<file path="src/rtl/top_controller_pkg.sv">
// Shared constants, types and FSM encodings for the UART image-centroid engine.
package top_controller_pkg;

  localparam int CLKS_PER_BIT_DEFAULT = 868;
  localparam int IMG_W_DEFAULT        = 50;
  localparam int IMG_H_DEFAULT        = 50;

  localparam int S0_W = 20;
  localparam int M_W  = 26;

  localparam logic [7:0] EMPTY_CODE = 8'hFF;

  typedef enum logic [2:0] {
    COLLECT,
    DIVIDE_X,
    DIVIDE_Y,
    SEND_X,
    SEND_Y
  } frame_state_t;

  typedef enum logic [2:0] {
    RX_IDLE,
    RX_START,
    RX_DATA,
    RX_STOP,
    RX_WAIT_HIGH
  } rx_state_t;

  typedef enum logic [1:0] {
    TX_IDLE,
    TX_START,
    TX_DATA,
    TX_STOP
  } tx_state_t;

  typedef struct packed {
    logic [S0_W-1:0] s0;
    logic [M_W-1:0]  sx;
    logic [M_W-1:0]  sy;
  } moments_t;

  function automatic int cnt_width(input int n);
    return (n > 1) ? $clog2(n) : 1;
  endfunction

endpackage

</file>
<file path="src/rtl/top_controller_uart_rx.sv">
// 8N1 UART receiver: 2-flop synchronizer, mid-bit sampler, glitch and framing rejection.
module uart_rx
  import top_controller_pkg::*;
#(
  parameter int CLKS_PER_BIT = CLKS_PER_BIT_DEFAULT
) (
  input  logic       clk,
  input  logic       rst,
  input  logic       rxd,
  output logic [7:0] rx_data,
  output logic       rx_valid
);

  localparam int CW = cnt_width(CLKS_PER_BIT);
  localparam logic [CW-1:0] FULL_LAST = CW'(CLKS_PER_BIT - 1);
  localparam logic [CW-1:0] HALF_LAST = CW'(CLKS_PER_BIT / 2 - 1);

  rx_state_t     state_reg;
  logic [CW-1:0] cnt_reg;
  logic [2:0]    bit_reg;
  logic [7:0]    shift_reg;
  logic          rxd_meta;
  logic          rxd_sync;
  logic          rxd_prev;

  always_ff @(posedge clk or negedge rst) begin
    if (!rst) begin
      rxd_meta  <= 1'b1;
      rxd_sync  <= 1'b1;
      rxd_prev  <= 1'b1;
      state_reg <= RX_IDLE;
      cnt_reg   <= '0;
      bit_reg   <= '0;
      shift_reg <= '0;
      rx_data   <= '0;
      rx_valid  <= 1'b0;
    end else begin
      rxd_meta <= rxd;
      rxd_sync <= rxd_meta;
      rxd_prev <= rxd_sync;
      rx_valid <= 1'b0;
      case (state_reg)
        RX_IDLE: begin
          if (rxd_prev && !rxd_sync) begin
            cnt_reg   <= '0;
            state_reg <= RX_START;
          end
        end
        RX_START: begin
          // A start bit that is high again at mid-bit was only a glitch.
          if (cnt_reg == HALF_LAST) begin
            cnt_reg   <= '0;
            bit_reg   <= '0;
            state_reg <= rxd_sync ? RX_IDLE : RX_DATA;
          end else begin
            cnt_reg <= cnt_reg + CW'(1);
          end
        end
        RX_DATA: begin
          if (cnt_reg == FULL_LAST) begin
            cnt_reg   <= '0;
            shift_reg <= {rxd_sync, shift_reg[7:1]};
            if (bit_reg == 3'd7) begin
              state_reg <= RX_STOP;
            end else begin
              bit_reg <= bit_reg + 3'd1;
            end
          end else begin
            cnt_reg <= cnt_reg + CW'(1);
          end
        end
        RX_STOP: begin
          if (cnt_reg == FULL_LAST) begin
            cnt_reg <= '0;
            if (rxd_sync) begin
              rx_data   <= shift_reg;
              rx_valid  <= 1'b1;
              state_reg <= RX_IDLE;
            end else begin
              state_reg <= RX_WAIT_HIGH;
            end
          end else begin
            cnt_reg <= cnt_reg + CW'(1);
          end
        end
        RX_WAIT_HIGH: begin
          if (rxd_sync) begin
            state_reg <= RX_IDLE;
          end
        end
        default: state_reg <= RX_IDLE;
      endcase
    end
  end

endmodule

</file>
<file path="src/rtl/top_controller_uart_tx.sv">
// 8N1 UART transmitter: accepts a byte on start while idle, busy until the stop bit ends.
module uart_tx
  import top_controller_pkg::*;
#(
  parameter int CLKS_PER_BIT = CLKS_PER_BIT_DEFAULT
) (
  input  logic       clk,
  input  logic       rst,
  input  logic       tx_start,
  input  logic [7:0] tx_data,
  output logic       tx_busy,
  output logic       txd
);

  localparam int CW = cnt_width(CLKS_PER_BIT);
  localparam logic [CW-1:0] FULL_LAST = CW'(CLKS_PER_BIT - 1);

  tx_state_t     state_reg;
  logic [CW-1:0] cnt_reg;
  logic [2:0]    bit_reg;
  logic [7:0]    shift_reg;
  logic          txd_reg;

  assign txd     = txd_reg;
  assign tx_busy = (state_reg != TX_IDLE);

  always_ff @(posedge clk or negedge rst) begin
    if (!rst) begin
      state_reg <= TX_IDLE;
      cnt_reg   <= '0;
      bit_reg   <= '0;
      shift_reg <= '0;
      txd_reg   <= 1'b1;
    end else begin
      case (state_reg)
        TX_IDLE: begin
          if (tx_start) begin
            shift_reg <= tx_data;
            txd_reg   <= 1'b0;
            cnt_reg   <= '0;
            state_reg <= TX_START;
          end
        end
        TX_START: begin
          if (cnt_reg == FULL_LAST) begin
            cnt_reg   <= '0;
            bit_reg   <= '0;
            txd_reg   <= shift_reg[0];
            state_reg <= TX_DATA;
          end else begin
            cnt_reg <= cnt_reg + CW'(1);
          end
        end
        TX_DATA: begin
          if (cnt_reg == FULL_LAST) begin
            cnt_reg <= '0;
            if (bit_reg == 3'd7) begin
              txd_reg   <= 1'b1;
              state_reg <= TX_STOP;
            end else begin
              bit_reg   <= bit_reg + 3'd1;
              shift_reg <= {1'b0, shift_reg[7:1]};
              txd_reg   <= shift_reg[1];
            end
          end else begin
            cnt_reg <= cnt_reg + CW'(1);
          end
        end
        TX_STOP: begin
          if (cnt_reg == FULL_LAST) begin
            cnt_reg   <= '0;
            state_reg <= TX_IDLE;
          end else begin
            cnt_reg <= cnt_reg + CW'(1);
          end
        end
        default: state_reg <= TX_IDLE;
      endcase
    end
  end

endmodule

</file>
<file path="src/rtl/top_controller.sv">
// Image-centroid engine: streams pixels in over UART, accumulates moments,
// divides at end of frame and sends the (X, Y) centroid back as two bytes.
module top_controller
  import top_controller_pkg::*;
#(
  parameter int CLKS_PER_BIT = CLKS_PER_BIT_DEFAULT,
  parameter int IMG_W        = IMG_W_DEFAULT,
  parameter int IMG_H        = IMG_H_DEFAULT
) (
  input  logic clk,
  input  logic rst,
  input  logic rxd,
  output logic txd
);

  localparam int NUM_PIX = IMG_W * IMG_H;
  localparam int XW = cnt_width(IMG_W);
  localparam int YW = cnt_width(IMG_H);
  localparam int PW = cnt_width(NUM_PIX);
  localparam int DW = cnt_width(M_W);
  localparam logic [XW-1:0] X_LAST   = XW'(IMG_W - 1);
  localparam logic [PW-1:0] PIX_LAST = PW'(NUM_PIX - 1);
  localparam logic [DW-1:0] DIV_LAST = DW'(M_W - 1);

  logic [7:0] rx_data;
  logic       rx_valid;
  logic       tx_busy;
  logic       tx_start_reg;
  logic [7:0] tx_data_reg;

  uart_rx #(.CLKS_PER_BIT(CLKS_PER_BIT)) u_rx (
    .clk      (clk),
    .rst      (rst),
    .rxd      (rxd),
    .rx_data  (rx_data),
    .rx_valid (rx_valid)
  );

  uart_tx #(.CLKS_PER_BIT(CLKS_PER_BIT)) u_tx (
    .clk      (clk),
    .rst      (rst),
    .tx_start (tx_start_reg),
    .tx_data  (tx_data_reg),
    .tx_busy  (tx_busy),
    .txd      (txd)
  );

  logic [XW-1:0]   x_reg;
  logic [YW-1:0]   y_reg;
  logic [PW-1:0]   pix_cnt_reg;
  logic [S0_W-1:0] s0_reg;
  logic [M_W-1:0]  sx_reg;
  logic [M_W-1:0]  sy_reg;
  logic [S0_W-1:0] s0_sum;
  logic [M_W-1:0]  sx_sum;
  logic [M_W-1:0]  sy_sum;
  logic            frame_done;

  assign s0_sum     = s0_reg + S0_W'(rx_data);
  assign sx_sum     = sx_reg + M_W'(x_reg) * M_W'(rx_data);
  assign sy_sum     = sy_reg + M_W'(y_reg) * M_W'(rx_data);
  assign frame_done = rx_valid && (pix_cnt_reg == PIX_LAST);

  // Moment accumulation runs independently of the divide/send FSM.
  always_ff @(posedge clk or negedge rst) begin
    if (!rst) begin
      x_reg       <= '0;
      y_reg       <= '0;
      pix_cnt_reg <= '0;
      s0_reg      <= '0;
      sx_reg      <= '0;
      sy_reg      <= '0;
    end else if (rx_valid) begin
      if (frame_done) begin
        x_reg       <= '0;
        y_reg       <= '0;
        pix_cnt_reg <= '0;
        s0_reg      <= '0;
        sx_reg      <= '0;
        sy_reg      <= '0;
      end else begin
        s0_reg      <= s0_sum;
        sx_reg      <= sx_sum;
        sy_reg      <= sy_sum;
        pix_cnt_reg <= pix_cnt_reg + PW'(1);
        if (x_reg == X_LAST) begin
          x_reg <= '0;
          y_reg <= y_reg + YW'(1);
        end else begin
          x_reg <= x_reg + XW'(1);
        end
      end
    end
  end

  frame_state_t    state_reg;
  moments_t        pend_reg;
  logic            pend_valid_reg;
  logic [S0_W-1:0] den_reg;
  logic [M_W-1:0]  sy_hold_reg;
  logic [M_W-1:0]  quo_reg;
  logic [S0_W-1:0] rem_reg;
  logic [DW-1:0]   step_reg;
  logic [7:0]      res_x_reg;
  logic [7:0]      res_y_reg;

  // Restoring division: quo_reg starts as the dividend and fills with quotient bits.
  logic [S0_W:0]   div_shift;
  logic            div_ge;
  logic [S0_W-1:0] rem_next;
  logic [M_W-1:0]  quo_next;
  logic            div_last;

  assign div_shift = {rem_reg, quo_reg[M_W-1]};
  assign div_ge    = (div_shift >= {1'b0, den_reg});
  assign rem_next  = div_ge ? S0_W'(div_shift - {1'b0, den_reg}) : div_shift[S0_W-1:0];
  assign quo_next  = {quo_reg[M_W-2:0], div_ge};
  assign div_last  = (step_reg == DIV_LAST);

  always_ff @(posedge clk or negedge rst) begin
    if (!rst) begin
      state_reg      <= COLLECT;
      pend_reg       <= '0;
      pend_valid_reg <= 1'b0;
      den_reg        <= '0;
      sy_hold_reg    <= '0;
      quo_reg        <= '0;
      rem_reg        <= '0;
      step_reg       <= '0;
      res_x_reg      <= '0;
      res_y_reg      <= '0;
      tx_start_reg   <= 1'b0;
      tx_data_reg    <= '0;
    end else begin
      tx_start_reg <= 1'b0;
      // Single result slot: a newer completed frame always overwrites it.
      if (frame_done) begin
        pend_reg.s0    <= s0_sum;
        pend_reg.sx    <= sx_sum;
        pend_reg.sy    <= sy_sum;
        pend_valid_reg <= 1'b1;
      end
      case (state_reg)
        COLLECT: begin
          if (pend_valid_reg) begin
            if (!frame_done) begin
              pend_valid_reg <= 1'b0;
            end
            den_reg     <= pend_reg.s0;
            sy_hold_reg <= pend_reg.sy;
            quo_reg     <= pend_reg.sx;
            rem_reg     <= '0;
            step_reg    <= '0;
            if (pend_reg.s0 == '0) begin
              res_x_reg <= EMPTY_CODE;
              res_y_reg <= EMPTY_CODE;
              state_reg <= SEND_X;
            end else begin
              state_reg <= DIVIDE_X;
            end
          end
        end
        DIVIDE_X: begin
          rem_reg  <= rem_next;
          quo_reg  <= quo_next;
          step_reg <= step_reg + DW'(1);
          if (div_last) begin
            res_x_reg <= quo_next[7:0];
            quo_reg   <= sy_hold_reg;
            rem_reg   <= '0;
            step_reg  <= '0;
            state_reg <= DIVIDE_Y;
          end
        end
        DIVIDE_Y: begin
          rem_reg  <= rem_next;
          quo_reg  <= quo_next;
          step_reg <= step_reg + DW'(1);
          if (div_last) begin
            res_y_reg <= quo_next[7:0];
            state_reg <= SEND_X;
          end
        end
        SEND_X: begin
          // tx_busy lags a start pulse by one cycle, so the pulse itself also blocks.
          if (!tx_busy && !tx_start_reg) begin
            tx_data_reg  <= res_x_reg;
            tx_start_reg <= 1'b1;
            state_reg    <= SEND_Y;
          end
        end
        SEND_Y: begin
          if (!tx_busy && !tx_start_reg) begin
            tx_data_reg  <= res_y_reg;
            tx_start_reg <= 1'b1;
            state_reg    <= COLLECT;
          end
        end
        default: state_reg <= COLLECT;
      endcase
    end
  end

endmodule

</file>
<file path="config.mk">
export PLATFORM = sky130hd
export DESIGN_NAME = top_controller
export DESIGN_NICKNAME = d
export VERILOG_FILES = /design/src/rtl/top_controller_pkg.sv /design/src/rtl/top_controller_uart_rx.sv /design/src/rtl/top_controller_uart_tx.sv /design/src/rtl/top_controller.sv
export SDC_FILE = /design/constraint.sdc
export NUM_CORES = 1
export LEC_CHECK = 0
export ABC_AREA = 1
export BUFFER_PORTS_ARGS = -buffer_cell sky130_fd_sc_hd__buf_4
export CORE_ASPECT_RATIO = 0.5
export CORE_MARGIN = 5
export CORE_UTILIZATION = 61
export DETAILED_ROUTE_END_ITERATION = 10
export PLACE_DENSITY = 0.84
export SYNTH_ARGS = -nofsm -noshare
export SYNTH_HDL_FRONTEND = slang
export SYNTH_SLANG_ARGS = --single-unit
</file>
<file path="constraint.sdc">
create_clock -name clk -period 5.8 [get_ports clk]
set_input_delay 1.74 -clock clk [delete_from_list [all_inputs] [get_ports clk]]
set_output_delay 1.74 -clock clk [all_outputs]
set_load 0.005 [all_outputs]
</file>
-- Word-level counts from Yosys, hierarchy flattened
Index checks and enable logic that the tools add are counted.
- register bits: 354
- add/subtract/negate cells: 12
- multipliers: 2
- $lt $le $gt $ge: 1
- eq/ne operators: 38
- mux-type cells: 81
- reduce and logical (&&, ||, !) cells: 40
- operator list (operator ; number):
    $mux W26 ; 4
    $mux W20 ; 4
    $pmux W26 S3 ; 1
    $mux W8 ; 8
    $pmux W8 S2 ; 4
    $pmux W20 S3 ; 1
    $mux W3 ; 18
    $add A26 B14 Y26 ; 2
    $mux W10 ; 5
    $pmux W10 S3 ; 1
    $pmux W3 S5 ; 2
    $mul A6 B8 Y14 ; 2
    $mux W6 ; 4
    $reduce_and A4 Y1 ; 6
    $ge A21 B20 Y1 ; 1
    $add A10 B1 Y10 const B ; 2
    $add A20 B8 Y20 ; 1
    $eq A10 B10 Y1 const B ; 2
    $logic_not A20 Y1 ; 1
    $ne A2 B1 Y1 const B ; 10
    $pmux W10 S2 ; 1
    $sub A20 B20 Y20 ; 1
    $ne A2 B2 Y1 const B ; 9
    $reduce_bool A2 Y1 ; 8
    32 further kinds ; 76

-- Longest topological paths before layout
- word-level depth: 6
- depth in mapped cells: 22
- depth with buffers taken out: 21

-- Cells and area by module
Synthesis repeated with hierarchy kept, for this count alone.
- cell total of the unflattened synthesis: 3047
- area, all modules: 22965.8 µm²
- by module, submodules not included (module ; times used ; cells each ; area an instance (µm²)):
    top_controller ; 1 ; 2627 ; 19642.6
    uart_rx ; 1 ; 236 ; 1911.8
    uart_tx ; 1 ; 184 ; 1411.4

-- Least setup slack after synthesis
Ideal clock, no wire load.
- path type: reg-to-reg
- start: register u_rx.rx_data[4]
- end: register pend_reg[18] (netlist name)
- arrival time: 4.103 ns
- required time: 5.682 ns
- slack: 1.579 ns
- cell stages (with the launch flop): 20
- path buffers: 1
- clock period less this slack: 4.221 ns
- cell sequence: dfrtp_1 clkbuf_1 nand2_1 fa_1 inv_1 fa_1 fa_1 inv_1 fa_1 inv_1 ha_1 nand2_1 nor2_1 inv_1 nor3_1 nand3_1 nand3_1 nand2_1 nand3_1 nand2_1
- cells in the longest elaborated chain, start to end: 2
- RTL lines (element ; RTL line ; source):
    start: declaration ; top_controller_uart_rx.sv:10 ; output logic [7:0] rx_data,
    start signal: assignment ; top_controller_uart_rx.sv:76 ; rx_data <= shift_reg;
    $mul A6 B8 Y14 ; top_controller.sv:61 ; assign sy_sum = sy_reg + M_W'(y_reg) * M_W'(rx_data);
    $add A26 B14 Y26 ; top_controller.sv:61 ;
    end: declaration ; top_controller.sv:97 ; moments_t pend_reg;
No other way between the ends.
A chain may end at the register's enable or synchronous reset.

-- Final worst setup path
- start: register u_rx.rx_data[1]
- end: register sx_reg[10]
- cells in the longest elaborated chain, start to end: 3
- RTL lines (element ; RTL line ; source):
    $mul A6 B8 Y14 ; top_controller.sv:60 ; assign sx_sum = sx_reg + M_W'(x_reg) * M_W'(rx_data);
    $add A26 B14 Y26 ; top_controller.sv:60 ;
    $mux W26 ; top_controller.sv:74 ; if (frame_done) begin
    end signal: assignment ; top_controller.sv:83 ; sx_reg <= sx_sum;
    end: declaration ; top_controller.sv:52 ; logic [M_W-1:0] sx_reg;
No other way between the ends.

==> impl_metrics.json <==
{
  "post-route-drc-count": 0,
  "synthSimpleGateAreaFrac": 0.259,
  "crit_start": "u_rx.rx_data[1]",
  "yosys.area.top_type": "dfrtp_1",
  "hp-class": "flop to flop",
  "crit_required_ns": 6.20,
  "yosys.area.top_type_share": 0.388,
  "synth_xor_area_frac": 0.0178,
  "final_cells": 3428,
  "start_util": 0.623,
  "holdBufCountCts": 0,
  "synthArstFlopShare": 1.00,
  "worst_pin_slew_ns": 1.07,
  "dieHeight_um": 146,
  "antenna_found_initial": 0,
  "drt_iter0_markers": 2050,
  "report.power.total_w": 0.00505,
  "path_buf_inv": 4,
  "status": "finished clean",
  "maxCapViolations": 0,
  "largest_register_ffs": 72,
  "ys_ff_latch": 354,
  "synth_most_common_cell": "nand2_1",
  "setup_viol": 0,
  "syn2layout_area_growth_pct": 6.26,
  "fin_util": 0.662,
  "synth-seq-area-share": 0.392,
  "cts_resized": 0,
  "routedWlPerCell_um": 15.3,
  "power.density_nw_per_um2": 210,
  "num_rows": 49,
  "fillers": 2858,
  "htreeDepth": 2,
  "fin_tns_setup_ns": 0,
  "gp_congestion": 0.927,
  "cts_root_buffer": "clkbuf_16",
  "vdd_ir_drop_max_uv": 186,
  "finClkSkew_ns": 0.0163,
  "num_vias": 19300,
  "slowest_stage": "dfrtp_1",
  "synth_flop_cell": "dfrtp_1",
  "multi_input_area_um2": 11400,
  "critPathKind": "flop to flop",
  "wirelength_mm": 52.5,
  "io_buffers": 3,
  "ff_latch_area_um2": 8860,
  "fin_crit_sh": 0.807,
  "max-slew-margin-rel": 0.286,
  "grt_overflow": 0,
  "yosys-top-cells-area": "dfrtp_1, nand2_1, inv_1",
  "crit_path_cell_trace": "nand2_1, inv_1, fa_1, fa_1, fa_1, inv_1, fa_1, inv_1, ha_1, nand2_1, nor2_1, inv_1, nor4_1, o21ai_0, nand3_1, o21ai_0",
  "path_delay_family": "adder cells",
  "hp-start": "u_rx.rxd_meta",
  "dieWidth_um": 282,
  "syn_nets": 3153,
  "power_leakage_nw": 12.8,
  "rsz0062_at_grt": "false",
  "dr.pass1.iters": 5,
  "grt_pass1_wl_mm": 90.3,
  "max_freq_mhz": 214,
  "hpwl_mm": 37.1,
  "crit_arrival_ns": 5.08,
  "pre_cts_ws_ns": 1.22,
  "cts_buffers": 34,
  "layout.nets": 3104,
  "synth_top_family_by_area": "simple AND/OR/NAND/NOR gates",
  "cts.path.max_buffers": 3,
  "die_area_um2": 41200,
  "syn_area_um2": 22600,
  "worst_slack_ns": 1.12,
  "clk_pin_slew_ns": 0.06,
  "cp-end-kind": "flop",
  "crit_path_max_incr_delay_ns": 0.71,
  "diodes": 0,
  "netlist_instances": 2968,
  "hold_viol": 0,
  "post-cts-setup-buffers": 0,
  "io_pins": 4,
  "cts_sinks": 354,
  "grt_max_degree": 119,
  "synth_common_cells": "nand2_1, inv_1, dfrtp_1",
  "core_area_um2": 36200,
  "slew_viol_final": 0,
  "synthAdderAreaFrac": 0.125,
  "synth_edf_count": 0,
  "antenna_left": 0,
  "synth_cell_types": 50,
  "grt_usage": 0.260,
  "place_inst": 3367,
  "r2r-start": "u_rx.rx_data[1]",
  "viasPerCell": 5.62,
  "syn-mean-instance-area_um2": 7.61,
  "synth_mux_area_frac": 0.00266,
  "cts_tree": "built",
  "finalCriticalPeriod_ns": 4.68,
  "first_global_vias": 18900,
  "crit_fanout": 15,
  "synth_compound_area_frac": 0.0999,
  "drive_gt1_frac": 0.0445,
  "worstSkewPairLatency_ns": 0.54,
  "worst_setup_path_start_kind": "flop",
  "yosysWarnings": 0
}
-- layout by cell type, fill, tap and decap left out, types with 19 or more instances in the layout --
cell type    n
nand3_1    170
dfrtp_1    350
o22ai_1     25
fa_1        74
clkbuf_16   34
nand3b_1    32
nand4_1     21
o21ai_0    175
a32oi_1     19
a21oi_1    126
xnor2_1     20
xor2_1      26
nor3_1      40
nor2_1     152
nand2_1    911
inv_1      477
ha_1       108
o21ai_1     21
-- worst paths after layout --
check	to	slack, ns	cells after the start
min reg2reg	u_rx.rxd_sync	0.36	0
max reg2reg	sx_reg[10]	1.12	16
min in group asynchronous	sy_reg[25]	1.22	1
max	sx_reg[10]	1.12	16
max in group asynchronous	step_reg[3]	3.47	2
min	u_rx.rxd_sync	0.36	0
-- worst reg2reg max path, delay by kind of cell, from the launching register on --
family / cells / cell delay (ns)
and+or+nand+nor: 5 / 0.87
AOI/OAI and AO/OA: 2 / 0.28
adders and majority gates: 5 / 2.37
DFF: 1 / 0.71
buffers and inverters: 4 / 0.32
-- layer usage --
layer  global-route usage  share of wire
met5                    0              0
met4               0.0659          0.021
met3               0.0434          0.072
met2                0.424           0.47
met1                0.368           0.44
-- logic make-up (layout without fill, tap and decap cells) --
group	Yosys count	in the layout
AND/OR/NAND/NOR	1385	1385
buffers and inverters	589	565
AO/OA/AOI/OAI	406	406
flip-flops	354	354
adder cells (fa/ha/maj)	182	182
XOR/XNOR	46	46
multiplexers	6	6
-- power by group --
group          switching [W]  internal (W)
clock                0.00103       0.00131
combinational       0.000154     0.0000486
sequential         0.0000160       0.00249
-- cell type report --
type,count,area share
clock buffer,41,0.0378
sequential,354,0.369
multi-input combinational,2025,0.476
timing repair buffer,12,0.00511
clock inverter,20,0.00996
inverter,492,0.0769
tap,484,0.0252
-- metrics by stage --
stage,hold slack [ns],instance area (µm²)
2_1_floorplan,0.345,22600
3_3_place_gp,0.354,22900
3_5_place_dp,0.355,22900
4_1_cts,0.364,24000
5_1_grt,0.370,24000
6_report,0.361,24000
(Power assumes the default switching activity.)
